==> config.mk <==
export PLATFORM = sky130hd
export DESIGN_NAME = multicycle_control_flat
export DESIGN_NICKNAME = d
export VERILOG_FILES = /design/src/rtl/multicycle_control_pkg.sv /design/src/rtl/multicycle_control_if.sv /design/src/rtl/multicycle_control_alu_decoder.sv /design/src/rtl/multicycle_control.sv /design/src/flat_wrapper.sv
export SDC_FILE = /design/constraint.sdc
export NUM_CORES = 1
export LEC_CHECK = 0
export ABC_CLOCK_PERIOD_IN_PS = 4000
export CAP_MARGIN = 20
export CORE_ASPECT_RATIO = 1.5
export CORE_MARGIN = 8
export CORE_UTILIZATION = 46
export CTS_CLUSTER_DIAMETER = 40
export DETAILED_ROUTE_END_ITERATION = 10
export PLACE_DENSITY = 0.87
export SETUP_SLACK_MARGIN = 0.4
export SLEW_MARGIN = 20
export SYNTH_ARGS = -nofsm -noshare
export SYNTH_HDL_FRONTEND = slang
export SYNTH_SLANG_ARGS = --single-unit
==> constraint.sdc <==
create_clock -name clk -period 4 [get_ports clk]
set_input_delay 0.8 -clock clk [delete_from_list [all_inputs] [get_ports clk]]
set_output_delay 0.8 -clock clk [all_outputs]
set_load 0.02 [all_outputs]
==> src/rtl/multicycle_control_pkg.sv <==
// Shared types and constants for the multi-cycle control sequencer.
package multicycle_control_pkg;

  localparam int INSTRUCTION_WIDTH = 32;

  localparam logic [6:0] OPC_LOAD   = 7'b0000011;
  localparam logic [6:0] OPC_STORE  = 7'b0100011;
  localparam logic [6:0] OPC_RTYPE  = 7'b0110011;
  localparam logic [6:0] OPC_BRANCH = 7'b1100011;

  localparam logic [2:0] FUNCT3_D   = 3'b011;
  localparam logic [2:0] FUNCT3_BEQ = 3'b000;

  typedef enum logic [2:0] {
    FETCH     = 3'd0,
    DECODE    = 3'd1,
    EXECUTE   = 3'd2,
    MEM       = 3'd3,
    WRITEBACK = 3'd4,
    TRAP      = 3'd5
  } ctrl_state_t;

  typedef enum logic [1:0] {
    ALU_ADD = 2'd0,
    ALU_SUB = 2'd1,
    ALU_AND = 2'd2,
    ALU_OR  = 2'd3
  } alu_op_t;

  // Instruction kind, latched in DECODE so later phases do not depend on IR.
  typedef enum logic [2:0] {
    CLS_RTYPE   = 3'd0,
    CLS_LOAD    = 3'd1,
    CLS_STORE   = 3'd2,
    CLS_BRANCH  = 3'd3,
    CLS_ILLEGAL = 3'd4
  } instr_class_t;

  // Map opcode/funct3 onto the supported instruction kinds; all else is illegal.
  function automatic instr_class_t classify(input logic [6:0] opcode,
                                            input logic [2:0] funct3);
    instr_class_t cls;
    case (opcode)
      OPC_RTYPE:  cls = CLS_RTYPE;
      OPC_LOAD:   cls = (funct3 == FUNCT3_D)   ? CLS_LOAD   : CLS_ILLEGAL;
      OPC_STORE:  cls = (funct3 == FUNCT3_D)   ? CLS_STORE  : CLS_ILLEGAL;
      OPC_BRANCH: cls = (funct3 == FUNCT3_BEQ) ? CLS_BRANCH : CLS_ILLEGAL;
      default:    cls = CLS_ILLEGAL;
    endcase
    return cls;
  endfunction

endpackage

==> src/rtl/multicycle_control_if.sv <==
// Control bus between the sequencer (master) and the datapath/memories (slave).
interface multicycle_control_if #(
  parameter int RETIRE_CNT_WIDTH = 32
);
  import multicycle_control_pkg::*;

  logic [INSTRUCTION_WIDTH-1:0] instruction;
  logic                         alu_zero;
  logic                         imem_ready;
  logic                         dmem_ready;
  logic                         imem_req;
  logic                         dmem_read;
  logic                         dmem_write;
  logic                         ir_write;
  logic                         pc_write;
  logic                         pc_src;
  logic                         reg_write;
  logic                         mem_to_reg;
  logic                         alu_src;
  alu_op_t                      alu_op;
  logic                         retire;
  logic [RETIRE_CNT_WIDTH-1:0]  retired_count;
  logic                         halted;

  modport master (
    input  instruction, alu_zero, imem_ready, dmem_ready,
    output imem_req, dmem_read, dmem_write, ir_write, pc_write, pc_src,
           reg_write, mem_to_reg, alu_src, alu_op, retire, retired_count, halted
  );

  modport slave (
    output instruction, alu_zero, imem_ready, dmem_ready,
    input  imem_req, dmem_read, dmem_write, ir_write, pc_write, pc_src,
           reg_write, mem_to_reg, alu_src, alu_op, retire, retired_count, halted
  );

endinterface

==> src/rtl/multicycle_control_alu_decoder.sv <==
// ALU operation decoder: opcode/funct3/funct7[5] to alu_op_t (combinational).
module alu_decoder
  import multicycle_control_pkg::*;
(
  input  logic [6:0] opcode,
  input  logic [2:0] funct3,
  input  logic       funct7_5,
  output alu_op_t    alu_op
);

  // Select the ALU function; unsupported encodings fall back to ADD.
  always_comb begin
    alu_op = ALU_ADD;
    case (opcode)
      OPC_RTYPE: begin
        case (funct3)
          3'b000:  alu_op = funct7_5 ? ALU_SUB : ALU_ADD;
          3'b111:  alu_op = ALU_AND;
          3'b110:  alu_op = ALU_OR;
          default: alu_op = ALU_ADD;
        endcase
      end
      OPC_BRANCH: alu_op = ALU_SUB;
      OPC_LOAD:   alu_op = ALU_ADD;
      OPC_STORE:  alu_op = ALU_ADD;
      default:    alu_op = ALU_ADD;
    endcase
  end

endmodule

==> src/rtl/multicycle_control.sv <==
// Multi-cycle sequencer: fetch/decode/execute/mem/writeback with memory
// handshakes, a per-request timeout and a sticky trap state.
module multicycle_control
  import multicycle_control_pkg::*;
#(
  parameter int MEM_TIMEOUT      = 16,
  parameter int RETIRE_CNT_WIDTH = 32
) (
  input logic                  clk,
  input logic                  rst,
  multicycle_control_if.master bus
);

  localparam int              CNT_W    = $clog2(MEM_TIMEOUT + 1);
  localparam logic [CNT_W-1:0] CNT_LAST = CNT_W'(MEM_TIMEOUT - 1);

  ctrl_state_t                 state_r;
  ctrl_state_t                 state_next_s;
  instr_class_t                cls_r;
  instr_class_t                cls_s;
  alu_op_t                     alu_op_r;
  alu_op_t                     dec_alu_op_s;
  logic [CNT_W-1:0]            wait_cnt_r;
  logic                        waiting_s;
  logic                        timed_out_s;
  logic [RETIRE_CNT_WIDTH-1:0] retired_count_r;

  logic    imem_req_s, dmem_read_s, dmem_write_s, ir_write_s, pc_write_s;
  logic    pc_src_s, reg_write_s, mem_to_reg_s, alu_src_s, retire_s, halted_s;
  alu_op_t alu_op_s;

  // Register/immediate fields are consumed by the datapath, not here.
  logic unused_fields_s;
  assign unused_fields_s = ^{bus.instruction[31], bus.instruction[29:15],
                             bus.instruction[11:7]};

  assign cls_s = classify(bus.instruction[6:0], bus.instruction[14:12]);

  alu_decoder u_alu_decoder (
    .opcode   (bus.instruction[6:0]),
    .funct3   (bus.instruction[14:12]),
    .funct7_5 (bus.instruction[30]),
    .alu_op   (dec_alu_op_s)
  );

  assign waiting_s   = ((state_r == FETCH) && !bus.imem_ready) ||
                       ((state_r == MEM)   && !bus.dmem_ready);
  assign timed_out_s = waiting_s && (wait_cnt_r == CNT_LAST);

  // State register.
  always_ff @(posedge clk or posedge rst) begin
    if (rst) begin
      state_r <= FETCH;
    end else begin
      state_r <= state_next_s;
    end
  end

  // Next-state logic.
  always_comb begin
    state_next_s = state_r;
    case (state_r)
      FETCH: begin
        if (bus.imem_ready) begin
          state_next_s = DECODE;
        end else if (timed_out_s) begin
          state_next_s = TRAP;
        end else begin
          state_next_s = FETCH;
        end
      end
      DECODE: begin
        if (cls_s == CLS_ILLEGAL) begin
          state_next_s = TRAP;
        end else begin
          state_next_s = EXECUTE;
        end
      end
      EXECUTE: begin
        case (cls_r)
          CLS_RTYPE:  state_next_s = WRITEBACK;
          CLS_LOAD:   state_next_s = MEM;
          CLS_STORE:  state_next_s = MEM;
          CLS_BRANCH: state_next_s = FETCH;
          default:    state_next_s = TRAP;
        endcase
      end
      MEM: begin
        if (bus.dmem_ready) begin
          state_next_s = (cls_r == CLS_LOAD) ? WRITEBACK : FETCH;
        end else if (timed_out_s) begin
          state_next_s = TRAP;
        end else begin
          state_next_s = MEM;
        end
      end
      WRITEBACK: state_next_s = FETCH;
      TRAP:      state_next_s = TRAP;
      default:   state_next_s = TRAP;
    endcase
  end

  // Latch instruction kind and ALU function while in DECODE.
  always_ff @(posedge clk or posedge rst) begin
    if (rst) begin
      cls_r    <= CLS_ILLEGAL;
      alu_op_r <= ALU_ADD;
    end else if (state_r == DECODE) begin
      cls_r    <= cls_s;
      alu_op_r <= dec_alu_op_s;
    end
  end

  // Wait counter: restarts on every state change, counts unanswered requests.
  always_ff @(posedge clk or posedge rst) begin
    if (rst) begin
      wait_cnt_r <= '0;
    end else if (state_next_s != state_r) begin
      wait_cnt_r <= '0;
    end else if (waiting_s) begin
      wait_cnt_r <= wait_cnt_r + CNT_W'(1);
    end
  end

  // Retired-instruction counter, wraps naturally.
  always_ff @(posedge clk or posedge rst) begin
    if (rst) begin
      retired_count_r <= '0;
    end else if (retire_s) begin
      retired_count_r <= retired_count_r + RETIRE_CNT_WIDTH'(1);
    end
  end

  // Output decode from state and latched kind; all strobes held low in reset.
  always_comb begin
    imem_req_s   = 1'b0;
    dmem_read_s  = 1'b0;
    dmem_write_s = 1'b0;
    ir_write_s   = 1'b0;
    pc_write_s   = 1'b0;
    pc_src_s     = 1'b0;
    reg_write_s  = 1'b0;
    mem_to_reg_s = 1'b0;
    alu_src_s    = 1'b0;
    alu_op_s     = ALU_ADD;
    retire_s     = 1'b0;
    halted_s     = 1'b0;
    if (!rst) begin
      case (state_r)
        FETCH: begin
          imem_req_s = 1'b1;
          ir_write_s = bus.imem_ready;
        end
        DECODE: begin
          alu_op_s = ALU_ADD;
        end
        EXECUTE: begin
          case (cls_r)
            CLS_RTYPE: begin
              alu_src_s = 1'b0;
              alu_op_s  = alu_op_r;
            end
            CLS_LOAD, CLS_STORE: begin
              alu_src_s = 1'b1;
              alu_op_s  = ALU_ADD;
            end
            CLS_BRANCH: begin
              alu_src_s  = 1'b0;
              alu_op_s   = ALU_SUB;
              pc_write_s = 1'b1;
              pc_src_s   = bus.alu_zero;
              retire_s   = 1'b1;
            end
            default: alu_op_s = ALU_ADD;
          endcase
        end
        MEM: begin
          if (cls_r == CLS_LOAD) begin
            dmem_read_s = 1'b1;
          end else begin
            dmem_write_s = 1'b1;
            pc_write_s   = bus.dmem_ready;
            retire_s     = bus.dmem_ready;
          end
        end
        WRITEBACK: begin
          reg_write_s  = 1'b1;
          mem_to_reg_s = (cls_r == CLS_LOAD);
          pc_write_s   = 1'b1;
          retire_s     = 1'b1;
        end
        TRAP:    halted_s = 1'b1;
        default: halted_s = 1'b1;
      endcase
    end else begin
      halted_s = 1'b0;
    end
  end

  assign bus.imem_req      = imem_req_s;
  assign bus.dmem_read     = dmem_read_s;
  assign bus.dmem_write    = dmem_write_s;
  assign bus.ir_write      = ir_write_s;
  assign bus.pc_write      = pc_write_s;
  assign bus.pc_src        = pc_src_s;
  assign bus.reg_write     = reg_write_s;
  assign bus.mem_to_reg    = mem_to_reg_s;
  assign bus.alu_src       = alu_src_s;
  assign bus.alu_op        = alu_op_s;
  assign bus.retire        = retire_s;
  assign bus.retired_count = retired_count_r;
  assign bus.halted        = halted_s;

endmodule

==> src/flat_wrapper.sv <==
// flat-port wrapper written by rule: the top's interface ports become plain ports
module multicycle_control_flat import multicycle_control_pkg::*;
#(
  parameter int MEM_TIMEOUT      = 16,
  parameter int RETIRE_CNT_WIDTH = 32
)
  (clk, rst, bus_instruction, bus_alu_zero, bus_imem_ready, bus_dmem_ready, bus_imem_req, bus_dmem_read, bus_dmem_write, bus_ir_write, bus_pc_write, bus_pc_src, bus_reg_write, bus_mem_to_reg, bus_alu_src, bus_alu_op, bus_retire, bus_retired_count, bus_halted);
  multicycle_control_if #(.RETIRE_CNT_WIDTH(RETIRE_CNT_WIDTH)) bus_i ();
  input logic clk;
  input logic rst;
  input wire logic [$bits(bus_i.instruction)-1:0] bus_instruction;
  input wire logic [$bits(bus_i.alu_zero)-1:0] bus_alu_zero;
  input wire logic [$bits(bus_i.imem_ready)-1:0] bus_imem_ready;
  input wire logic [$bits(bus_i.dmem_ready)-1:0] bus_dmem_ready;
  output wire logic [$bits(bus_i.imem_req)-1:0] bus_imem_req;
  output wire logic [$bits(bus_i.dmem_read)-1:0] bus_dmem_read;
  output wire logic [$bits(bus_i.dmem_write)-1:0] bus_dmem_write;
  output wire logic [$bits(bus_i.ir_write)-1:0] bus_ir_write;
  output wire logic [$bits(bus_i.pc_write)-1:0] bus_pc_write;
  output wire logic [$bits(bus_i.pc_src)-1:0] bus_pc_src;
  output wire logic [$bits(bus_i.reg_write)-1:0] bus_reg_write;
  output wire logic [$bits(bus_i.mem_to_reg)-1:0] bus_mem_to_reg;
  output wire logic [$bits(bus_i.alu_src)-1:0] bus_alu_src;
  output wire logic [$bits(bus_i.alu_op)-1:0] bus_alu_op;
  output wire logic [$bits(bus_i.retire)-1:0] bus_retire;
  output wire logic [$bits(bus_i.retired_count)-1:0] bus_retired_count;
  output wire logic [$bits(bus_i.halted)-1:0] bus_halted;
  assign bus_i.instruction = bus_instruction;
  assign bus_i.alu_zero = bus_alu_zero;
  assign bus_i.imem_ready = bus_imem_ready;
  assign bus_i.dmem_ready = bus_dmem_ready;
  assign bus_imem_req = bus_i.imem_req;
  assign bus_dmem_read = bus_i.dmem_read;
  assign bus_dmem_write = bus_i.dmem_write;
  assign bus_ir_write = bus_i.ir_write;
  assign bus_pc_write = bus_i.pc_write;
  assign bus_pc_src = bus_i.pc_src;
  assign bus_reg_write = bus_i.reg_write;
  assign bus_mem_to_reg = bus_i.mem_to_reg;
  assign bus_alu_src = bus_i.alu_src;
  assign bus_alu_op = bus_i.alu_op;
  assign bus_retire = bus_i.retire;
  assign bus_retired_count = bus_i.retired_count;
  assign bus_halted = bus_i.halted;
  multicycle_control #(.MEM_TIMEOUT(MEM_TIMEOUT), .RETIRE_CNT_WIDTH(RETIRE_CNT_WIDTH)) u_core (.clk(clk), .rst(rst), .bus(bus_i));
endmodule
### After elaboration in Yosys (flattened, before gate mapping)

Cells that the tools add are included.

| storage, ports and cells | value |
|---|---|
| flip-flop bits (word level) | 45 |
| bits of input ports | 37 |
| output and inout bits | 45 |
| word-level logic and storage cells | 82 |

| operators by class | value |
|---|---|
| reductions and logical operators | 12 |
| equal/unequal tests | 17 |
| $add $sub $neg | 2 |
| muxes and demuxes | 46 |

Operators by type and width:

| operator | count |
|---|---|
| 32-bit by 1-bit adder with 32-bit output, second input constant | 1 |
| 3-bit 2-to-1 mux | 9 |
| 1-bit 2-to-1 mux | 26 |
| 3-bit by 2-bit == test with 1-bit output, second input constant | 5 |
| 3-bit one-hot mux with 5 select lines | 1 |
| 7-bit by 6-bit == test with 1-bit output, second input constant | 2 |
| 3-bit == test, second input constant | 4 |
| 3-bit one-hot mux with 4 select lines | 1 |
| 5-bit 2-to-1 mux | 2 |
| 3-bit zero test | 3 |
| 3-bit one-hot mux with 3 select lines | 1 |
| 2-bit one-hot mux with 2 select lines | 2 |
| 7-bit by 2-bit == test with 1-bit output, second input constant | 1 |
| 7-bit == test, second input constant | 1 |
| 3-bit by 1-bit == test with 1-bit output, second input constant | 2 |
| 2-bit one-hot mux with 3 select lines | 1 |
| 5-bit by 1-bit adder with 5-bit output, second input constant | 1 |
| 5-bit by 4-bit == test with 1-bit output, second input constant | 1 |
| 5-bit OR reduction | 1 |
| 2-bit 2-to-1 mux | 2 |
| 1-bit logical AND | 3 |
| 3-bit != test | 1 |
| 1-bit one-hot mux with 3 select lines | 1 |
| 1-bit zero test | 2 |
| other kinds (3) | 3 |

### Longest topological paths before layout

Gate-level depths: netlist of the first run.

| logic depth | value |
|---|---|
| depth in word-level cells | 9 |
| depth in mapped cells | 7 |
| mapped depth without buffers | 7 |

### Hierarchy

A second synthesis of the first run with hierarchy kept.

| second synthesis, totals | value |
|---|---|
| cells, all modules | 261 |
| area, all modules | 2464.9 sq um |

By module, submodules not included:

| module | area an instance (sq um) | times used | cells an instance |
|---|---|---|---|
| multicycle_control | 2412.3 | 1 | 252 |
| alu_decoder | 52.6 | 1 | 9 |

### Least setup slack after synthesis of the first run

Ideal clock, no wire load.

| timing | value |
|---|---|
| kind | input -> output |
| from | input port rst |
| to | output port bus_retire |
| stages on the path | 6 |
| path buffers | 2 |
| slack | 0.480 ns |
| arrival | 2.720 ns |
| path through | inv_1 -> nand3_1 -> o31a_1 -> inv_1 -> buf_2 -> buf_4 |

| on the way | value |
|---|---|
| word-level cells in the longest chain between the ends | 1 |

RTL lines:

| element | line | source |
|---|---|---|
| start: declaration | flat_wrapper.sv:10 | `input logic rst;` |
| 1-bit 2-to-1 mux | n/a |  |
| end: declaration | flat_wrapper.sv:25 | `output wire logic [$bits(bus_i.retire)-1:0] bus_retire;` |

No other way between the ends.

### Final worst setup path of the first run

| timing | value |
|---|---|
| from | input port rst |
| to | output port bus_retire |

| on the way | value |
|---|---|
| word-level cells in the longest chain between the ends | 1 |

RTL lines:

| element | line | source |
|---|---|---|
| 1-bit 2-to-1 mux | multicycle_control.sv:148 | `if (!rst) begin` |

No other way between the ends.

==> results of run 1 <==
state kept, by name, indices dropped and copies added, names as in the netlist:
signal,cells
u_core.alu_op_r,2
u_core.bus.retired_count,32
u_core.state_r,3
u_core.cls_r,3
u_core.wait_cnt_r,5
synthesized netlist by cell type:
master and count:
nand3_1 22, dfstp_2 1, o31a_1 1, xnor2_1 23
nand4bb_1 1, nand4_1 20, clkinv_1 1, xor2_1 12
nor3b_1 1, o32ai_1 1, nor4bb_1 2, o2111ai_1 1
nor4_1 7, o221ai_1 1, nand2b_2 1, and3_1 2
nand4b_1 1, or3_1 2, mux2_2 1, nor2_1 30
and2_1 1, nor3_1 14, and4_1 1, nand2_1 23
nor4_2 1, a221oi_1 1, nor3_2 1, buf_2 3
o21ai_0 8, nand2b_1 1, buf_6 1, a2111oi_0 1
mux2i_1 3, buf_4 1, inv_1 10, a21oi_1 9
dfrtp_1 44, a311oi_1 1, o31ai_1 2, nand3b_1 3
ha_1 3, clkbuf_1 3, a211oi_1 1
metrics by stage:
step           power, W  worst slack, ps   util  hold slack [ps]
3_3_place_gp   0.000503              628  0.605              465
4_1_cts        0.000770              608  0.621              487
2_1_floorplan  0.000479              480      -              448
5_1_grt        0.000793              532  0.621              500
6_report       0.000761              629  0.621              479
3_5_place_dp   0.000504              617  0.605              471
power by group through the flow:
stage | registers, W | clock network, W | logic [W]
2_1_floorplan | 0.000464 | 0 | 0.0000155
3_3_place_gp | 0.000464 | 0 | 0.0000392
3_5_place_dp | 0.000464 | 0 | 0.0000402
4_1_cts | 0.000454 | 0.000275 | 0.0000403
5_1_grt | 0.000455 | 0.000295 | 0.0000443
6_report | 0.000454 | 0.000267 | 0.0000395
cell families after synthesis:
logic type / count (synthesis)
adder cells (fa/ha/maj): 3
AND/OR/NAND/NOR: 134
flip-flops: 45
XOR/XNOR: 35
multiplexers: 4
buffers and inverters: 19
AO/OA/AOI/OAI: 27
per-layer routing:
metal,GRT usage,vias to the layer above,routed length [um]
met3,0.0351,9,384
li1,-,1081,-
met2,0.286,65,3230
met5,0,-,0
met1,0.175,1090,2410
met4,0.0622,0,104
path summary, 6_finish.rpt:
path | cells past startpoint | to | slack (ps) | from
worst max-delay path | 6 | bus_retire | 630 | rst
worst min-delay path | 1 | u_core.bus.retired_count[31] | 480 | u_core.bus.retired_count[31]
worst max register to register | 5 | u_core.bus.retired_count[12] | 1930 | u_core.bus.retired_count[0]
worst min register to register | 1 | u_core.bus.retired_count[31] | 480 | u_core.bus.retired_count[31]
max in group asynchronous | 3 | u_core.cls_r[2] | 2530 | rst
min in group asynchronous | 3 | u_core.bus.retired_count[15] | 1090 | rst
worst reg2reg max path, cell delays in order, from the launching register on:
cell	delay, ps
dfrtp_1	450
ha_1	220
nand3_1	290
nor2_1	460
nor4bb_1	390
xor2_1	180
cell type report:
type	instances	share of cell area
tap	68	0.0265
multi-input combinational	203	0.390
timing repair buffer	63	0.194
clock buffer	8	0.0250
inverter	11	0.0129
sequential	45	0.352
==> results.json, run 1 <==
{
  "critPathRequiredTime_ps": 3200,
  "ys_ff_latch": 45,
  "finalSetupViolCount": 0,
  "synth-simple-area-share": 0.282,
  "drive_gt1_frac": 0.0394,
  "layout_worst_path_cycle_share": 0.843,
  "clk_pin_slew_ps": 80,
  "gp_congestion": 0.921,
  "synth_top_area_share": 0.447,
  "drc": 0,
  "port_buffers": 60,
  "end_kind": "primary output",
  "syn_avg_cell_area_um2": 9.23,
  "clk_latency_ps": 290,
  "nets": 369,
  "wirelength_um": 6130,
  "n_fill_cell": 448,
  "postRouteAntennaNets": 0,
  "cts_tree": "built",
  "grt_pass1_vias": 2241,
  "tns_ps": 0,
  "htree_levels": 2,
  "status": "complete, no violations",
  "synthMuxAreaShare": 0.0168,
  "io_pins": 82,
  "combPwrFrac": 0.052,
  "wl_per_cell_um": 15.4,
  "clock_path_buffers": 2,
  "die_x_um": 75.8,
  "yosys.area_share.xor_xnor": 0.124,
  "syn2layout_area_growth_pct": 30.2,
  "synth_top_family_by_area": "simple AND/OR/NAND/NOR gates",
  "syn_inst": 267,
  "cts_sinks": 45,
  "synth_area_leaders": "dfrtp_1 45%, xnor2_1 8.2%, nand4_1 5.1%",
  "switching_share": 0.215,
  "design.core.area_um2": 5160,
  "start_util": 0.477,
  "hold_buffers": 0,
  "intPower_w": 0.000598,
  "period_needed_ps": 3370,
  "row_count": 32,
  "slew_viol_final": 0,
  "drt_iter0_markers": 170,
  "p_switching_w": 0.000163,
  "vias_per_cell": 5.64,
  "clkPwrFrac": 0.351,
  "placed_cell_area_um2": 3130,
  "seqPwrFrac": 0.597,
  "ys.warnings.count": 0,
  "final_common_cell": "clkdlybuf4s50_1",
  "fp.dieH_um": 106,
  "rsz0062_at_grt": "no",
  "firstDrtPassIters": 4,
  "crit_arrival_ps": 2570,
  "grt.overflow.total": 0,
  "synth_compound_area_frac": 0.0686,
  "tightest_slew_ps": 645,
  "max_freq_ghz": 0.297,
  "min_path_type": "register to register",
  "power.density_cell_area_nw_per_um2": 237,
  "netlist_area_um2": 2460,
  "synth_cell_type_count": 43,
  "antenna_found_initial": 0,
  "grtUsageTotal": 0.161,
  "placed_cells": 390,
  "slowest_delay_ps": 620,
  "ir_drop_uv": 199,
  "slew_headroom": 0.569,
  "vias": 2245,
  "start_kind": "input pin",
  "critPathSlowestCell": "clkdlybuf4s50_1",
  "max_cap_viol_count": 0,
  "cp_num_buf_inv": 3,
  "cp_max_fo": 4,
  "die_area_um2": 8000,
  "n_antenna_cell": 0,
  "synth_largest_area_cell": "dfrtp_1",
  "path_cells": "clkdlybuf4s50_1 -> nor2_1 -> nand2_1 -> o31a_1 -> inv_1 -> clkdlybuf4s50_1",
  "leakage_nw": 1.33,
  "layout_common_cells": "60 x clkdlybuf4s50_1, 44 x dfrtp_1, 30 x nor2_1, 23 x nand2_1, 23 x xnor2_1",
  "crit_family": "buffers and inverters",
  "path_class": "input pin to primary output",
  "multi_input_area_um2": 1250,
  "grt_max_degree": 46,
  "finalNonFillerCells": 398,
  "dp_hpwl_um": 4620,
  "cts_buffers": 5,
  "area.sequential_um2": 1130,
  "post-cts-setup-buffer-count": 0,
  "ctsResizeCount": 0,
  "ys_seq_area_frac": 0.458,
  "clock_skew_ps": 6.88,
  "hold_viol": 0,
  "synthAdderAreaFrac": 0.0152,
  "grt_pass1_wl_um": 10300,
  "synth_fp_nets": 307,
  "clock-root-buffer": "clkbuf_8",
  "final_cell_area_um2": 3210,
  "crit_path_frequent_cell": "clkdlybuf4s50_1"
}
(Power assumes the default switching activity.)
==> run 2, diff against run 1 <==
- ABC_CLOCK_PERIOD_IN_PS: 4000 -> 2900
- CORE_UTILIZATION: 46 -> 41
- PLACE_DENSITY: 0.87 -> 0.83
- clock period: 4 -> 2.9 ns (I/O delays scaled with it)
==> run 2 against run 1 <==
  * Critical path depth unchanged
  * Clock skew up 0.78 ps
  * Cell area up 1.3%
  * Critical path type unchanged
  * Combinational power up 47%
  * Sequential power up 38%
  * Clock power up 42%
  * Flip-flop and latch count unchanged
  * Utilization down 5.9 points
  * Cell count up 3.0%
==> results.json, run 2 (same netlist as run 1, synthesis figures left out) <==
{
  "postRouteAntennaNets": 0,
  "die_area_um2": 8800,
  "layout_common_cells": "47 x clkdlybuf4s50_1, 44 x dfrtp_1, 30 x nor2_1, 23 x nand2_1, 23 x xnor2_1",
  "met3_length_um": 366,
  "cts_buffers": 5,
  "rsz0062_at_grt": "no",
  "clkPwrFrac": 0.356,
  "wirelength_um": 6250,
  "grtUsageTotal": 0.147,
  "vias": 2231,
  "fp.dieH_um": 111,
  "clock-root-buffer": "clkbuf_8",
  "max_freq_ghz": 0.412,
  "htree_levels": 2,
  "design.core.area_um2": 5790,
  "grt_pass1_wl_um": 10800,
  "antenna_found_initial": 0,
  "nets": 377,
  "r2r_slack_ps": 820,
  "r2r_cells": 7,
  "firstDrtPassIters": 4,
  "dp_hpwl_um": 4720,
  "leakage_nw": 1.40,
  "clock_path_buffers": 2,
  "final_common_cell": "clkdlybuf4s50_1",
  "ir_drop_uv": 280,
  "grt_pass1_vias": 2279,
  "vias_per_cell": 5.44,
  "finalSetupViolCount": 0,
  "p_switching_w": 0.000242,
  "slew_viol_final": 0,
  "critPathRequiredTime_ps": 2320,
  "placed_cell_area_um2": 3200,
  "met2WireLength_um": 3300,
  "dpl_worst_slack_ps": 65.0,
  "final_util": 0.562,
  "hp-start": "u_core.bus.retired_count[31]",
  "tns_ps": 0,
  "hold-path-endpoint": "u_core.bus.retired_count[31]",
  "drc": 0,
  "row_count": 34,
  "crit_arrival_ps": 1850,
  "drive_gt1_frac": 0.109,
  "power.density_cell_area_nw_per_um2": 327,
  "end_kind": "primary output",
  "start_kind": "input pin",
  "cts_sinks": 45,
  "min_path_cells": 1,
  "clk_pin_slew_ps": 90,
  "clk_latency_ps": 290,
  "largest_reg_flops": 32,
  "finalPower_w": 0.00106,
  "hold_viol": 0,
  "rr_startpoint": "u_core.wait_cnt_r[0]",
  "status": "complete, no violations",
  "period_needed_ps": 2430,
  "combPwrFrac": 0.055,
  "clock_skew_ps": 7.66,
  "io_pins": 82,
  "layout_worst_path_cycle_share": 0.837,
  "intPower_w": 0.000822,
  "start_util": 0.426,
  "fin_ws_ps": 474,
  "n_antenna_cell": 0,
  "seqPwrFrac": 0.589,
  "path_class": "input pin to primary output",
  "switching_share": 0.228,
  "port_buffers": 60,
  "wl_met1_um": 2540,
  "cts_tree": "built",
  "top_layer": "met4",
  "final_cell_area_um2": 3250,
  "wl_per_cell_um": 15.3,
  "slew_headroom": 0.561,
  "grt_max_degree": 46,
  "max_cap_viol_count": 0,
  "r2r-end": "u_core.wait_cnt_r[4]",
  "cp_max_fo": 3,
  "drt_iter0_markers": 120,
  "tightest_slew_ps": 656,
  "grt.overflow.total": 0,
  "gp_congestion": 0.838,
  "hold_buffers": 0,
  "die_x_um": 79.3,
  "min_path_type": "register to register",
  "syn2layout_area_growth_pct": 31.9
}
## run 2: cell types whose count changed in the layout (fill, tap and decap cells not counted), sizes merged
| cell | delta |
|---|---|
| clkdlybuf4s50 | -13 |
| inv | -1 |
| clkbuf | +2 |
| dlygate4sd2 | +4 |
| buf | +11 |
| clkdlybuf4s15 | +1 |
| clkinv | +2 |
| clkinvlp | +2 |
## run 2: routing by layer
metal / track usage / vias to the layer above
met5: 0 / -
met4: 0.0385 / 0
met3: 0.0406 / 4
met2: 0.260 / 55
met1: 0.164 / 1076
li1: - / 1096
## run 2: metrics by stage
stage	std cells	hold WS, ps
2_1_floorplan	267	448
3_3_place_gp	402	463
3_5_place_dp	402	467
4_1_cts	410	484
5_1_grt	410	509
6_report	410	479
## run 2: cell type report
type	instances	area [um2]
Multi-Input combinational cell	203	1260
Sequential cell	45	1130
Timing Repair Buffer	71	638
Inverter	11	46.3
Clock buffer	5	68.8
Tap cell	72	90.1
Fill cell	552	2540
Clock inverter	3	17.5
## run 2: power groups by stage
| stage | clock network, W | registers, W | logic [W] |
|---|---|---|---|
| global placement | 0 | 0.000639 | 0.0000577 |
| global route | 0.000411 | 0.000627 | 0.0000652 |
| finish | 0.000379 | 0.000627 | 0.0000582 |
| floorplan | 0 | 0.000639 | 0.0000218 |
| detailed placement | 0 | 0.000639 | 0.0000593 |
| CTS | 0.000389 | 0.000627 | 0.0000591 |
## run 2: repair_timing
action                     in CTS  in global routing
setup endpoints to repair      13                  9
pin swaps                       0                  1
resized for setup              22                 15
buffers inserted                0                  0
## run 2: worst max path at each step
stage                     start              to  cells past startpoint
final                       rst  bus_mem_to_reg                      6
after global routing        rst  bus_mem_to_reg                      6
after CTS                   rst    bus_pc_write                      6
after detailed placement    rst    bus_pc_write                      6
after global placement      rst    bus_pc_write                      6
after floorplan             rst      bus_retire                      6
## run 2: critical path, stage by stage
cell and delay (ps):
clkdlybuf4s50_1 430, buf_4 170, clkinvlp_4 70, nand3_2 80, nor3_1 170, dlygate4sd2_1 350
